$ cat src/rtl/sc_level_sequencer_pkg.sv
// Shared definitions for the level sequencer and the level counter.
//   state_e : game-state encoding driven on the current-state bus.
//   edge_e  : edge selection for the input edge detectors.
//   SEQ_*_W : default bus widths.
package sc_level_sequencer_pkg;

  localparam int unsigned SEQ_STATE_W = 2;
  localparam int unsigned SEQ_LEVEL_W = 3;

  typedef enum logic [1:0] {
    AWAITSTART = 2'd0,
    STARTGAME  = 2'd1,
    ENDGAME    = 2'd2
  } state_e;

  typedef enum logic {
    EDGE_RISE = 1'b0,
    EDGE_FALL = 1'b1
  } edge_e;

endpackage

$ cat src/rtl/sc_levelseq_edgedet.sv
// Optional synchronizer chain followed by a single-cycle edge detector.
//   clk_i   : clock
//   rst_i   : asynchronous active-high reset
//   d_i     : raw input level
//   pulse_o : one-cycle pulse on the selected edge of the (synchronized) input
// The synchronizer stages reset to SYNC_RESET_VAL; the edge history resets to 0.
module sc_levelseq_edgedet
  import sc_level_sequencer_pkg::*;
#(
  parameter int unsigned SYNC_STAGES    = 0,
  parameter logic        SYNC_RESET_VAL = 1'b0,
  parameter edge_e       EDGE           = EDGE_RISE
) (
  input  logic clk_i,
  input  logic rst_i,
  input  logic d_i,
  output logic pulse_o
);

  logic sampled;
  logic hist_q;

  if (SYNC_STAGES > 0) begin : g_sync
    logic [SYNC_STAGES-1:0] sync_q;

    always_ff @(posedge clk_i or posedge rst_i) begin
      if (rst_i) begin
        sync_q <= {SYNC_STAGES{SYNC_RESET_VAL}};
      end else begin
        sync_q[0] <= d_i;
        for (int unsigned i = 1; i < SYNC_STAGES; i++) begin
          sync_q[i] <= sync_q[i-1];
        end
      end
    end

    assign sampled = sync_q[SYNC_STAGES-1];
  end else begin : g_nosync
    assign sampled = d_i;
  end

  always_ff @(posedge clk_i or posedge rst_i) begin
    if (rst_i) hist_q <= 1'b0;
    else       hist_q <= sampled;
  end

  // History resets low: a released (high) start line cannot fake a falling edge.
  assign pulse_o = (EDGE == EDGE_FALL) ? (hist_q & ~sampled) : (sampled & ~hist_q);

endmodule

$ cat src/rtl/sc_level_sequencer.sv
// Game-flow controller for the level counter.
//   SC_LEVELCOUNTER_CLOCK_50        : 50 MHz clock
//   SC_LEVELCOUNTER_RESET_InHigh    : asynchronous active-high reset
//   SC_LEVELSEQ_Start_InLow         : raw start button (async, active-low)
//   SC_LEVELSEQ_Goal_InHigh         : frog reached goal (sync level)
//   SC_LEVELSEQ_Collision_InHigh    : frog hit (sync level)
//   SC_LEVELSEQ_Level_InBus         : registered level-counter feedback
//   SC_LEVELSEQ_CurrentState_OutBus : game state (0 await, 1 play, 2 end)
//   SC_LEVELSEQ_CountSignal_OutLow  : one-cycle low strobe advancing the level
//   SC_LEVELSEQ_Lives_OutBus        : remaining lives
//   SC_LEVELSEQ_Won_OutHigh         : game ended in a win
//   SC_LEVELSEQ_Lost_OutHigh        : game ended with lives exhausted
module sc_level_sequencer
  import sc_level_sequencer_pkg::*;
#(
  parameter int unsigned CURRENTSTATE_DATAWIDTH = SEQ_STATE_W,
  parameter int unsigned LEVELCOUNTER_DATAWIDTH = SEQ_LEVEL_W,
  parameter int unsigned MAX_LEVEL              = 3,
  parameter int unsigned LIVES_INIT             = 3,
  parameter int unsigned HOLDOFF_CYCLES         = 16
) (
  input  logic                              SC_LEVELCOUNTER_CLOCK_50,
  input  logic                              SC_LEVELCOUNTER_RESET_InHigh,
  input  logic                              SC_LEVELSEQ_Start_InLow,
  input  logic                              SC_LEVELSEQ_Goal_InHigh,
  input  logic                              SC_LEVELSEQ_Collision_InHigh,
  input  logic [LEVELCOUNTER_DATAWIDTH-1:0] SC_LEVELSEQ_Level_InBus,
  output logic [CURRENTSTATE_DATAWIDTH-1:0] SC_LEVELSEQ_CurrentState_OutBus,
  output logic                              SC_LEVELSEQ_CountSignal_OutLow,
  output logic [2:0]                        SC_LEVELSEQ_Lives_OutBus,
  output logic                              SC_LEVELSEQ_Won_OutHigh,
  output logic                              SC_LEVELSEQ_Lost_OutHigh
);

  localparam int unsigned TIMER_W = (HOLDOFF_CYCLES > 1) ? $clog2(HOLDOFF_CYCLES) : 1;
  localparam logic [TIMER_W-1:0] HOLDOFF_RELOAD = TIMER_W'(HOLDOFF_CYCLES - 1);
  localparam logic [2:0] LIVES_LOAD = 3'(LIVES_INIT);
  localparam logic [LEVELCOUNTER_DATAWIDTH-1:0] WIN_LEVEL = LEVELCOUNTER_DATAWIDTH'(MAX_LEVEL);

  logic start_p;
  logic goal_p;
  logic coll_p;

  state_e             state_q;
  logic               count_n_q;
  logic [2:0]         lives_q;
  logic               won_q;
  logic               lost_q;
  logic [TIMER_W-1:0] timer_q;

  sc_levelseq_edgedet #(
    .SYNC_STAGES   (2),
    .SYNC_RESET_VAL(1'b1),
    .EDGE          (EDGE_FALL)
  ) u_start_edge (
    .clk_i  (SC_LEVELCOUNTER_CLOCK_50),
    .rst_i  (SC_LEVELCOUNTER_RESET_InHigh),
    .d_i    (SC_LEVELSEQ_Start_InLow),
    .pulse_o(start_p)
  );

  sc_levelseq_edgedet #(
    .SYNC_STAGES   (0),
    .SYNC_RESET_VAL(1'b0),
    .EDGE          (EDGE_RISE)
  ) u_goal_edge (
    .clk_i  (SC_LEVELCOUNTER_CLOCK_50),
    .rst_i  (SC_LEVELCOUNTER_RESET_InHigh),
    .d_i    (SC_LEVELSEQ_Goal_InHigh),
    .pulse_o(goal_p)
  );

  sc_levelseq_edgedet #(
    .SYNC_STAGES   (0),
    .SYNC_RESET_VAL(1'b0),
    .EDGE          (EDGE_RISE)
  ) u_coll_edge (
    .clk_i  (SC_LEVELCOUNTER_CLOCK_50),
    .rst_i  (SC_LEVELCOUNTER_RESET_InHigh),
    .d_i    (SC_LEVELSEQ_Collision_InHigh),
    .pulse_o(coll_p)
  );

  always_ff @(posedge SC_LEVELCOUNTER_CLOCK_50 or posedge SC_LEVELCOUNTER_RESET_InHigh) begin
    if (SC_LEVELCOUNTER_RESET_InHigh) begin
      state_q   <= AWAITSTART;
      count_n_q <= 1'b1;
      lives_q   <= LIVES_LOAD;
      won_q     <= 1'b0;
      lost_q    <= 1'b0;
      timer_q   <= '0;
    end else begin
      count_n_q <= 1'b1;
      case (state_q)
        AWAITSTART: begin
          // Won/Lost remain visible after a game until the next one starts.
          if (start_p) begin
            state_q <= STARTGAME;
            lives_q <= LIVES_LOAD;
            won_q   <= 1'b0;
            lost_q  <= 1'b0;
            timer_q <= '0;
          end
        end
        STARTGAME: begin
          // Reaching the final level pre-empts any same-cycle event, so no
          // strobe or life loss can accompany the move to ENDGAME.
          if (SC_LEVELSEQ_Level_InBus == WIN_LEVEL) begin
            state_q <= ENDGAME;
            won_q   <= 1'b1;
          end else if (timer_q != '0) begin
            timer_q <= timer_q - TIMER_W'(1);
          end else if (coll_p) begin
            timer_q <= HOLDOFF_RELOAD;
            if (lives_q != '0) lives_q <= lives_q - 3'd1;
            if (lives_q <= 3'd1) begin
              state_q <= ENDGAME;
              lost_q  <= 1'b1;
            end
          end else if (goal_p) begin
            count_n_q <= 1'b0;
            timer_q   <= HOLDOFF_RELOAD;
          end
        end
        ENDGAME: begin
          if (start_p) state_q <= AWAITSTART;
        end
        default: state_q <= AWAITSTART;
      endcase
    end
  end

  assign SC_LEVELSEQ_CurrentState_OutBus = CURRENTSTATE_DATAWIDTH'(state_q);
  assign SC_LEVELSEQ_CountSignal_OutLow  = count_n_q;
  assign SC_LEVELSEQ_Lives_OutBus        = lives_q;
  assign SC_LEVELSEQ_Won_OutHigh         = won_q;
  assign SC_LEVELSEQ_Lost_OutHigh        = lost_q;

endmodule

$ cat config.mk
export PLATFORM = sky130hd
export DESIGN_NAME = sc_level_sequencer
export DESIGN_NICKNAME = d
export VERILOG_FILES = /design/src/rtl/sc_level_sequencer_pkg.sv /design/src/rtl/sc_levelseq_edgedet.sv /design/src/rtl/sc_level_sequencer.sv
export SDC_FILE = /design/constraint.sdc
export NUM_CORES = 1
export LEC_CHECK = 0
export ABC_AREA = 1
export CAP_MARGIN = 30
export CORE_ASPECT_RATIO = 0.8
export CORE_MARGIN = 8
export CORE_UTILIZATION = 50
export DETAILED_ROUTE_END_ITERATION = 10
export GPL_TIMING_DRIVEN = 0
export PLACE_DENSITY = 0.84
export SLEW_MARGIN = 20
export SYNTH_ARGS = -nofsm -noshare
export SYNTH_HDL_FRONTEND = slang
export SYNTH_HIERARCHICAL = 1
export SYNTH_SLANG_ARGS = --single-unit
$ cat constraint.sdc
create_clock -name SC_LEVELCOUNTER_CLOCK_50 -period 2.4 [get_ports SC_LEVELCOUNTER_CLOCK_50]
set_clock_uncertainty 0.15 [all_clocks]
set_input_delay 0.36 -clock SC_LEVELCOUNTER_CLOCK_50 [delete_from_list [all_inputs] [get_ports SC_LEVELCOUNTER_CLOCK_50]]
set_output_delay 0.36 -clock SC_LEVELCOUNTER_CLOCK_50 [all_outputs]
set_load 0.02 [all_outputs]
==> results.txt, run 1 <==
outcome -> finished, final reports clean
cts hold-fix bufs -> 0
fraction of layout cells with a size suffix above 1 -> 16.43%
worst hold slack -> 0.1250 ns
1st-iter DRT viols -> 37
CTS tree -> built
most common cell after layout, fill and taps aside -> nand2_1
Tmin final -> 1.994 ns
fin crit share -> 83.08%
nets@finish -> 153
crit-path max cell delay -> 0.62 ns
CP startpoint kind -> flip-flop
worst slew pin tran -> 0.4907 ns
vias -> 788
worst reg2reg endpoint -> SC_LEVELSEQ_Lives_OutBus[0]
number of buffers added on ports -> 15
Hold Path Class -> in -> async
DR vias/cell -> 4.805
reg2reg start -> SC_LEVELSEQ_Lives_OutBus[0]
all-layer global routing usage -> 11.94%
Hold Violations, Final -> 0
Worst Setup Path Type -> reg -> out
CTS root buf -> clkbuf_4
Net Count, Synth -> 133
Setup crit end kind -> output port
CP bufs+invs -> 1
Reg2Reg Setup Slack -> 0.74 ns
core area -> 1839 µm²
gpl congestion -> 0.8320
worst vdd rail ir drop -> 664.1 µV
fmax -> 501.5 MHz
Die Wd -> 64.63 µm
Num CTS Buffers -> 3
first-pass GRT wire length -> 3305 µm
row count -> 14
crit path capture -> SC_LEVELSEQ_Lives_OutBus[0]
drt first pass iters -> 4
most frequent cells in the layout -> nand2_1, inv_1, clkdlybuf4s50_1, dfrtp_1, nand3_1
Relative slew margins -> 67.25%
Ports -> 16
Top delay family on crit path -> buffers and inverters
RSZ-0062 raised after global routing -> false
Layout area overhead -> 21.96%
total length of routed wires -> 1920 µm
Yosys top cell by area -> dfrtp_1
chip height -> 54.90 µm
Seq cells post-synth -> 17
static leakage power -> 0.5906 nW
Register-to-Register Path Depth -> 7
cell internal pwr -> 0.0007441 W
vias in the first global route -> 759
initial core utilization -> 51.43%
critical path depth -> 1
crit-path cells -> clkdlybuf4s50_1
Sw Share -> 44.97%
routed len/inst -> 11.71 µm
Setup Fix Bufs, Post-CTS -> 0
setup tns final -> 0 ns
largest net degree at the start of global routing -> 13
DRC violations left -> 0
post-synthesis sequential area ratio -> 45.63%
pwr/cell area -> 1172 nW/µm²
Synth top area share -> 31.75%
antenna violations before repair -> 0
clock share of power -> 11.2%
post-synthesis instance total -> 121
Net Sw Power -> 0.0006080 W
Finish-stage setup viols -> 0
post-CTS sizing -> 0
Yosys Warn Count -> 6
critical-path maximum fanout -> 4
post-synth cell types -> 21
Seq pwr share -> 33.4%
Post-DP HPWL -> 1542 µm
CP Launch Point -> SC_LEVELSEQ_Lives_OutBus[0]
CP required -> 1.89 ns
mapped cell area -> 945.9 µm²
slowest CP cell -> clkdlybuf4s50_1
die area -> 3548 µm²
Slew Limit Fails -> 0
DP Worst Slack -> 0.5194 ns
final worst slack -> 0.4060 ns
Clock transition at path regs -> 0.09 ns
antenna cells -> 0
CP Data Arrival Time -> 1.48 ns
Post-Syn Area per Cell -> 7.817 µm²
Clock Latency Late Sink -> 0.29 ns
H-tree depth -> 1
Combinational Power Share -> 55.4%
maximum clock path buffer count -> 2
Area contributors post-synth -> dfrtp_1, dfstp_2, nand2_1
total grt overflow -> 0
maxcap violations -> 0
antenna viol nets, final -> 0
TritonCTS sink count -> 17
## power by group through the flow
| stage | registers, W | logic (W) | clock network [W] |
|---|---|---|---|
| after floorplan | 0.000503 | 0.000476 | 0 |
| after global placement | 0.000449 | 0.000720 | 0 |
| after detailed placement | 0.000456 | 0.000755 | 0 |
| after CTS | 0.000451 | 0.000758 | 0.000159 |
| after global routing | 0.000460 | 0.000855 | 0.000166 |
| final | 0.000452 | 0.000749 | 0.000151 |
## state kept, by name, summed over array words and instances, names as in the netlist
name                             cells
u_goal_edge/hist_q                   1
SC_LEVELSEQ_Lives_OutBus             3
SC_LEVELSEQ_Lost_OutHigh             1
u_start_edge/g_sync.sync_q           2
u_coll_edge/hist_q                   1
timer_q                              4
u_start_edge/hist_q                  1
SC_LEVELSEQ_CurrentState_OutBus      2
SC_LEVELSEQ_CountSignal_OutLow       1
SC_LEVELSEQ_Won_OutHigh              1
## layout make-up
| type | instances | area, µm² |
|---|---|---|
| Inverter | 23 | 86.33 |
| Fill cell | 165 | 685.7 |
| Multi-Input combinational cell | 80 | 416.7 |
| Timing Repair Buffer | 15 | 150.1 |
| Tap cell | 24 | 30.03 |
| Clock inverter | 1 | 5.005 |
| Sequential cell | 17 | 431.7 |
| Buffer | 1 | 11.26 |
| Clock buffer | 3 | 22.52 |
## per-stage QoR
step | cells | utilization, % | total power, W | area [µm²]
after floorplan | 121 | - | 0.0009799 | 945.9
after global placement | 160 | 61.22 | 0.001168 | 1126
after detailed placement | 160 | 61.22 | 0.001211 | 1126
after CTS | 164 | 62.72 | 0.001368 | 1154
after global routing | 164 | 62.72 | 0.001481 | 1154
final | 164 | 62.72 | 0.001352 | 1154
## metal layers
metal / vias up / share of wire (%) / routed length (µm) / track usage [%]
met1: 369 / 45 / 855 / 12.61
met5: - / 0 / 0 / 0
li1: 406 / - / - / -
met3: 5 / 4.3 / 83 / 4.427
met2: 8 / 50 / 956 / 22.08
met4: 0 / 1.3 / 25 / 4.332
## worst min-delay path by stage
stage	slack, ns	startpoint	endpoint
floorplan	-0.06	SC_LEVELCOUNTER_RESET_InHigh	u_coll_edge/hist_q
global route	0.12	SC_LEVELCOUNTER_RESET_InHigh	u_coll_edge/hist_q
detailed placement	0.20	u_start_edge/g_sync.sync_q[0]	u_start_edge/g_sync.sync_q[1]
finish	0.12	SC_LEVELCOUNTER_RESET_InHigh	u_goal_edge/hist_q
CTS	0.11	SC_LEVELCOUNTER_RESET_InHigh	u_coll_edge/hist_q
global placement	0.20	u_start_edge/g_sync.sync_q[0]	u_start_edge/g_sync.sync_q[1]
## synthesized netlist by cell type (all sizes together)
cell type,number
nand2,37
buf,1
dfrtp,12
or2,2
nand4,1
nor2,12
ha,4
inv,23
o21ai,9
nand3,11
nand3b,2
a21oi,1
dfstp,5
xor2,1
## cell families (layout without fill, tap and decap cells)
logic type                 Yosys count  after routing  share of synthesized area (%)
DFF                                 17             17                          45.64
buffers and inverters               24             43                          10.32
adders and majority gates            4              4                          5.291
xor gates and xnor gates             1              1                         0.9261
AOI/OAI and AO/OA                   10             10                          5.290
and+or+nand+nor                     65             65                          32.54
Power figures use the tool's default switching activity.
==> run 2, diff against run 1 <==
--- a/config.mk
+++ b/config.mk
@@ -9,10 +9,10 @@
 export CAP_MARGIN = 30
 export CORE_ASPECT_RATIO = 0.8
 export CORE_MARGIN = 8
-export CORE_UTILIZATION = 50
+export CORE_UTILIZATION = 46
 export DETAILED_ROUTE_END_ITERATION = 10
 export GPL_TIMING_DRIVEN = 0
-export PLACE_DENSITY = 0.84
+export PLACE_DENSITY = 0.81
 export SLEW_MARGIN = 20
 export SYNTH_ARGS = -nofsm -noshare
 export SYNTH_HDL_FRONTEND = slang
==> constraint.sdc (replaced) <==
create_clock -name SC_LEVELCOUNTER_CLOCK_50 -period 1.6 [get_ports SC_LEVELCOUNTER_CLOCK_50]
set_clock_uncertainty 0.15 [all_clocks]
set_input_delay 0.24 -clock SC_LEVELCOUNTER_CLOCK_50 [delete_from_list [all_inputs] [get_ports SC_LEVELCOUNTER_CLOCK_50]]
set_output_delay 0.24 -clock SC_LEVELCOUNTER_CLOCK_50 [all_outputs]
set_load 0.02 [all_outputs]
==> run 2 against run 1 <==
Against the previous run: count of clock-buffer cells in the layout is 1 higher; worst setup slack got worse by 0.40 ns; global-route usage up 0.56 points; largest power group unchanged; highest routed layer unchanged.
==> results.txt, run 2 (synthesis results as in run 1) <==
outcome -> finished, final reports clean
vias -> 830
Slew Limit Fails -> 0
Top Metal Used -> met4
Tmin final -> 1.590 ns
Reg2Reg Setup Slack -> 0.01 ns
nets@finish -> 156
DR vias/cell -> 4.970
Largest register FFs -> 4
CP required -> 1.66 ns
drt first pass iters -> 6
antenna viol nets, final -> 0
CTS root buf -> clkbuf_4
RSZ-0062 raised after global routing -> true
fmax -> 628.8 MHz
CTS tree -> built
hold path cells -> 1
CP Data Arrival Time -> 1.65 ns
first-pass GRT wire length -> 3698 µm
footprint of the multi-input gates -> 475.5 µm²
CP startpoint kind -> flip-flop
most frequent cells in the layout -> nand2_1, inv_1, dfrtp_1, nand3_1, clkdlybuf4s50_1
fill count -> 151
antenna cells -> 0
dpl cells -> 160
all-layer global routing usage -> 12.50%
maximum clock path buffer count -> 2
number of buffers added on ports -> 15
row count -> 14
largest net degree at the start of global routing -> 13
WL met3 -> 128 µm
antenna violations before repair -> 0
total grt overflow -> 0
Num CTS Buffers -> 3
Post-Route M1 WL -> 936 µm
most common cell after layout, fill and taps aside -> nand2_1
total length of routed wires -> 2189 µm
static leakage power -> 0.6222 nW
maxcap violations -> 0
core area -> 1909 µm²
initial core utilization -> 49.54%
1st-iter DRT viols -> 21
chip height -> 56.56 µm
fraction of layout cells with a size suffix above 1 -> 29.37%
fin crit share -> 99.40%
die area -> 3773 µm²
Worst Setup Path Type -> reg -> reg
routed len/inst -> 13.11 µm
setup tns final -> 0 ns
Setup crit end kind -> flip-flop
Reg area -> 431.7 µm²
Hold Path Class -> in -> reg
worst slew pin tran -> 0.4741 ns
Finish-stage setup viols -> 0
vias in the first global route -> 905
met2 WL -> 1060 µm
Hold Violations, Final -> 0
H-tree depth -> 1
Post-DP HPWL -> 1572 µm
TritonCTS sink count -> 17
final std cells w/o fill -> 167
Layout area overhead -> 28.84%
Register-to-Register Path Depth -> 8
Clock transition at path regs -> 0.09 ns
gpl congestion -> 0.8679
most flop-heavy register -> timer_q
Die Wd -> 66.70 µm
worst vdd rail ir drop -> 1407 µV
Ports -> 16
pwr/cell area -> 1835 nW/µm²
Relative slew margins -> 68.36%
Clock Latency Late Sink -> 0.31 ns
DRC violations left -> 0
critical-path maximum fanout -> 6
## run 2: routing by layer
layer | vias to the layer above | GRT usage (%)
li1 | 415 | -
met1 | 380 | 12.85
met2 | 25 | 20.84
met3 | 10 | 4.752
met4 | 0 | 7.295
met5 | - | 0
## run 2: metrics by stage
| stage | total power (W) | util (%) | hold WS, ns | setup slack, ns | instance area, µm² |
|---|---|---|---|---|---|
| 3_5_place_dp | 0.001830 | 59.11 | 0.2021 | -0.08882 | 1129 |
| 2_1_floorplan | 0.001478 | - | -0.1813 | 0.003199 | 948.4 |
| 5_1_grt | 0.002405 | 63.83 | 0.1865 | -0.01481 | 1219 |
| 3_3_place_gp | 0.001761 | 59.11 | 0.1989 | -0.05372 | 1129 |
| 6_report | 0.002236 | 63.83 | 0.1746 | 0.009678 | 1219 |
| 4_1_cts | 0.002045 | 61.01 | 0.1903 | 0.0008475 | 1165 |
## run 2: worst max-delay path, stage by stage (launching register included)
cell     delay [ns]
dfstp_2        0.59
inv_2          0.08
ha_4           0.16
nand3_2        0.07
nand2_1        0.07
nor2_2         0.16
nand2_4        0.10
nand2_2        0.07
o21ai_2        0.05
## run 2: power breakdown
group | switching, W | leakage [nW] | internal (W)
sequential | 0.000117 | 0.205 | 0.000572
clock | 0.000141 | 0.0150 | 0.0000977
combinational | 0.000801 | 0.402 | 0.000508
## run 2: final timing paths
| kind | start | to |
|---|---|---|
| worst max-delay path | SC_LEVELSEQ_Lives_OutBus[1] | SC_LEVELSEQ_Lives_OutBus[2] |
| worst min register to register | u_start_edge/g_sync.sync_q[0] | u_start_edge/g_sync.sync_q[1] |
| min in group asynchronous | SC_LEVELCOUNTER_RESET_InHigh | u_coll_edge/hist_q |
| max in group asynchronous | SC_LEVELCOUNTER_RESET_InHigh | SC_LEVELSEQ_Lives_OutBus[1] |
| worst max register to register | SC_LEVELSEQ_Lives_OutBus[1] | SC_LEVELSEQ_Lives_OutBus[2] |
| worst min-delay path | SC_LEVELSEQ_Start_InLow | u_start_edge/g_sync.sync_q[0] |
## run 2: layout make-up
cell class,instances,area share (%)
well taps,24,2.464
plain buffers,1,0.9240
inverters,23,7.084
clock buffers,4,2.156
flip-flops and latches,17,35.42
repair buffers,18,12.94
multi-input cells,80,39.01
## run 2: timing repair
action                     CTS  global route
cloned                       0             0
pin swaps                    1             6
setup endpoints to repair   12            12
setup buffers                1             1
gates resized for setup     12            20
hold endpoints to repair     1             0
hold buffers                 1             0
==> run 3, diff against run 2 <==
--- a/config.mk
+++ b/config.mk
@@ -6,13 +6,13 @@
 export NUM_CORES = 1
 export LEC_CHECK = 0
 export ABC_AREA = 1
-export CAP_MARGIN = 30
+export CAP_MARGIN = 20
 export CORE_ASPECT_RATIO = 0.8
 export CORE_MARGIN = 8
 export CORE_UTILIZATION = 46
 export DETAILED_ROUTE_END_ITERATION = 10
 export GPL_TIMING_DRIVEN = 0
-export PLACE_DENSITY = 0.81
+export PLACE_DENSITY = 0.7
 export SLEW_MARGIN = 20
 export SYNTH_ARGS = -nofsm -noshare
 export SYNTH_HDL_FRONTEND = slang
==> run 3 against run 2 <==
Against the previous run: critical path depth rose by 2; count of clock-buffer cells in the layout fell by 1; sequential share of layout area fell by 0.50 points; clock power fell by 3%; highest routed layer unchanged; first-iteration DRC count rose by 86%.
==> results.txt, run 3 (synthesis results as in run 1) <==
outcome -> finished, final reports clean
row count -> 14
nets@finish -> 156
Reg area -> 431.7 µm²
post-layout instance area -> 1236 µm²
fraction of layout cells with a size suffix above 1 -> 31.47%
area post-placement -> 1129 µm²
Post-DP HPWL -> 1450 µm
critical-path maximum fanout -> 3
CP required -> 1.65 ns
largest net degree at the start of global routing -> 13
most frequent cells in the layout -> nand2_1, inv_1, dfrtp_1, nand3_1, nand2_2
Sw Share -> 46.71%
clock share of power -> 10.3%
Ports -> 16
final core occ -> 64.74%
CP startpoint kind -> flip-flop
total length of routed wires -> 2002 µm
antenna cells -> 0
RSZ-0062 raised after global routing -> true
static leakage power -> 0.6308 nW
DRC violations left -> 0
die area -> 3773 µm²
routed len/inst -> 11.99 µm
CTS root buf -> clkbuf_4
Tmin final -> 1.551 ns
all-layer global routing usage -> 11.20%
Die Wd -> 66.70 µm
core area -> 1909 µm²
Num CTS Buffers -> 3
most common cell after layout, fill and taps aside -> nand2_1
Finish-stage setup viols -> 0
CTS tree -> built
most flop-heavy register -> timer_q
fmax -> 644.7 MHz
DR vias/cell -> 4.922
TritonCTS sink count -> 17
vias -> 822
maximum clock path buffer count -> 2
dpl cells -> 160
antenna violations before repair -> 0
vias in the first global route -> 771
Register-to-Register Path Depth -> 10
worst slew pin tran -> 0.4529 ns
number of buffers added on ports -> 15
chip height -> 56.56 µm
Net Sw Power -> 0.001053 W
worst vdd rail ir drop -> 1480 µV
worst reg2reg endpoint -> SC_LEVELSEQ_CurrentState_OutBus[0]
Layout area overhead -> 30.69%
Combinational Power Share -> 59.3%
gpl congestion -> 0.8276
1st-iter DRT viols -> 39
total grt overflow -> 0
Reg2Reg Setup Slack -> 0.05 ns
fill count -> 169
Relative slew margins -> 69.78%
Worst Setup Path Type -> reg -> reg
fin crit share -> 96.94%
H-tree depth -> 1
first-pass GRT wire length -> 3305 µm
final std cells w/o fill -> 167
Clock Latency Late Sink -> 0.30 ns
Seq pwr share -> 30.4%
Setup crit end kind -> flip-flop
cts hold-fix bufs -> 0
cell internal pwr -> 0.001201 W
Clock transition at path regs -> 0.10 ns
footprint of the multi-input gates -> 490.5 µm²
Hold Path Class -> in -> async
maxcap violations -> 0
reg2reg start -> SC_LEVELSEQ_Lives_OutBus[0]
Largest register FFs -> 4
antenna viol nets, final -> 0
Slew Limit Fails -> 0
CP Data Arrival Time -> 1.60 ns
initial core utilization -> 49.54%
Hold Violations, Final -> 0
pwr/cell area -> 1823 nW/µm²
drt first pass iters -> 6
run 3: changes by cell type in the layout (fill, tap and decap cells not counted), sizes merged:
| cell | before | now |
|---|---|---|
| clkinv | 0 | 1 |
| clkbuf | 6 | 5 |
| buf | 3 | 4 |
| dlygate4sd3 | 1 | 0 |
run 3: area by class of cell:
class | instances | share of cell area (%)
multi-input cells | 80 | 39.68
flip-flops and latches | 17 | 34.92
repair buffers | 18 | 12.85
inverters | 23 | 6.984
well taps | 24 | 2.429
clock buffers | 3 | 1.822
plain buffers | 1 | 0.9109
clock inverters | 1 | 0.4049
run 3: metal layers:
layer	part of all wire [%]	routed length, µm	up-vias	track usage (%)
met4	1.2	24	0	3.647
met3	5.8	116	2	5.545
met1	46	925	390	13.25
met5	0	0	-	0
li1	-	-	415	-
met2	47	936	15	17.03
run 3: worst max-delay path, cell delays in order, from the launching register on:
cell and delay, ns:
dfstp_2 0.57, buf_6 0.10, buf_4 0.09, ha_1 0.13, nand2_1 0.06, nand3_2 0.08, nand2_2 0.05, nand2_2 0.06
nand2_1 0.05, nand2_1 0.06, nand2_1 0.05
run 3: worst max path at each step:
stage,slack [ns],cells past startpoint,start,to
6_report,0.05,10,SC_LEVELSEQ_Lives_OutBus[0],SC_LEVELSEQ_CurrentState_OutBus[0]
5_1_grt,-0.02,10,SC_LEVELSEQ_Lives_OutBus[0],SC_LEVELSEQ_CurrentState_OutBus[0]
4_1_cts,0.01,8,SC_LEVELSEQ_Lives_OutBus[0],SC_LEVELSEQ_Lives_OutBus[2]
3_5_place_dp,-0.11,10,SC_LEVELSEQ_Collision_InHigh,SC_LEVELSEQ_Lives_OutBus[2]
3_3_place_gp,-0.07,9,SC_LEVELSEQ_Collision_InHigh,SC_LEVELSEQ_Lives_OutBus[1]
2_1_floorplan,0.003,8,SC_LEVELSEQ_Lives_OutBus[0],SC_LEVELSEQ_Lives_OutBus[2]
run 3: timing repair:
item                                    CTS  global route
pin swaps                                 1             5
gates resized for setup                  10            26
gates cloned                              0             0
setup buffers                             1             2
endpoints found under the setup margin    9            12
run 3: power groups by stage:
stage | registers [W] | logic (W) | clock network (W)
2_1_floorplan | 0.000755 | 0.000722 | 0
3_3_place_gp | 0.000676 | 0.00110 | 0
3_5_place_dp | 0.000681 | 0.00112 | 0
4_1_cts | 0.000670 | 0.00111 | 0.000238
5_1_grt | 0.000701 | 0.00151 | 0.000265
6_report | 0.000685 | 0.00134 | 0.000232
run 3: metrics by stage:
step | TNS [ns] | total power [W] | setup slack (ns) | hold WS (ns)
2_1_floorplan | 0 | 0.001478 | 0.003199 | -0.1813
3_3_place_gp | -0.2394 | 0.001774 | -0.06568 | 0.1985
3_5_place_dp | -0.4204 | 0.001806 | -0.1065 | 0.2014
4_1_cts | 0 | 0.002016 | 0.01406 | 0.001573
5_1_grt | -0.02272 | 0.002474 | -0.02114 | 0.001821
6_report | 0 | 0.002254 | 0.04893 | 0.005320
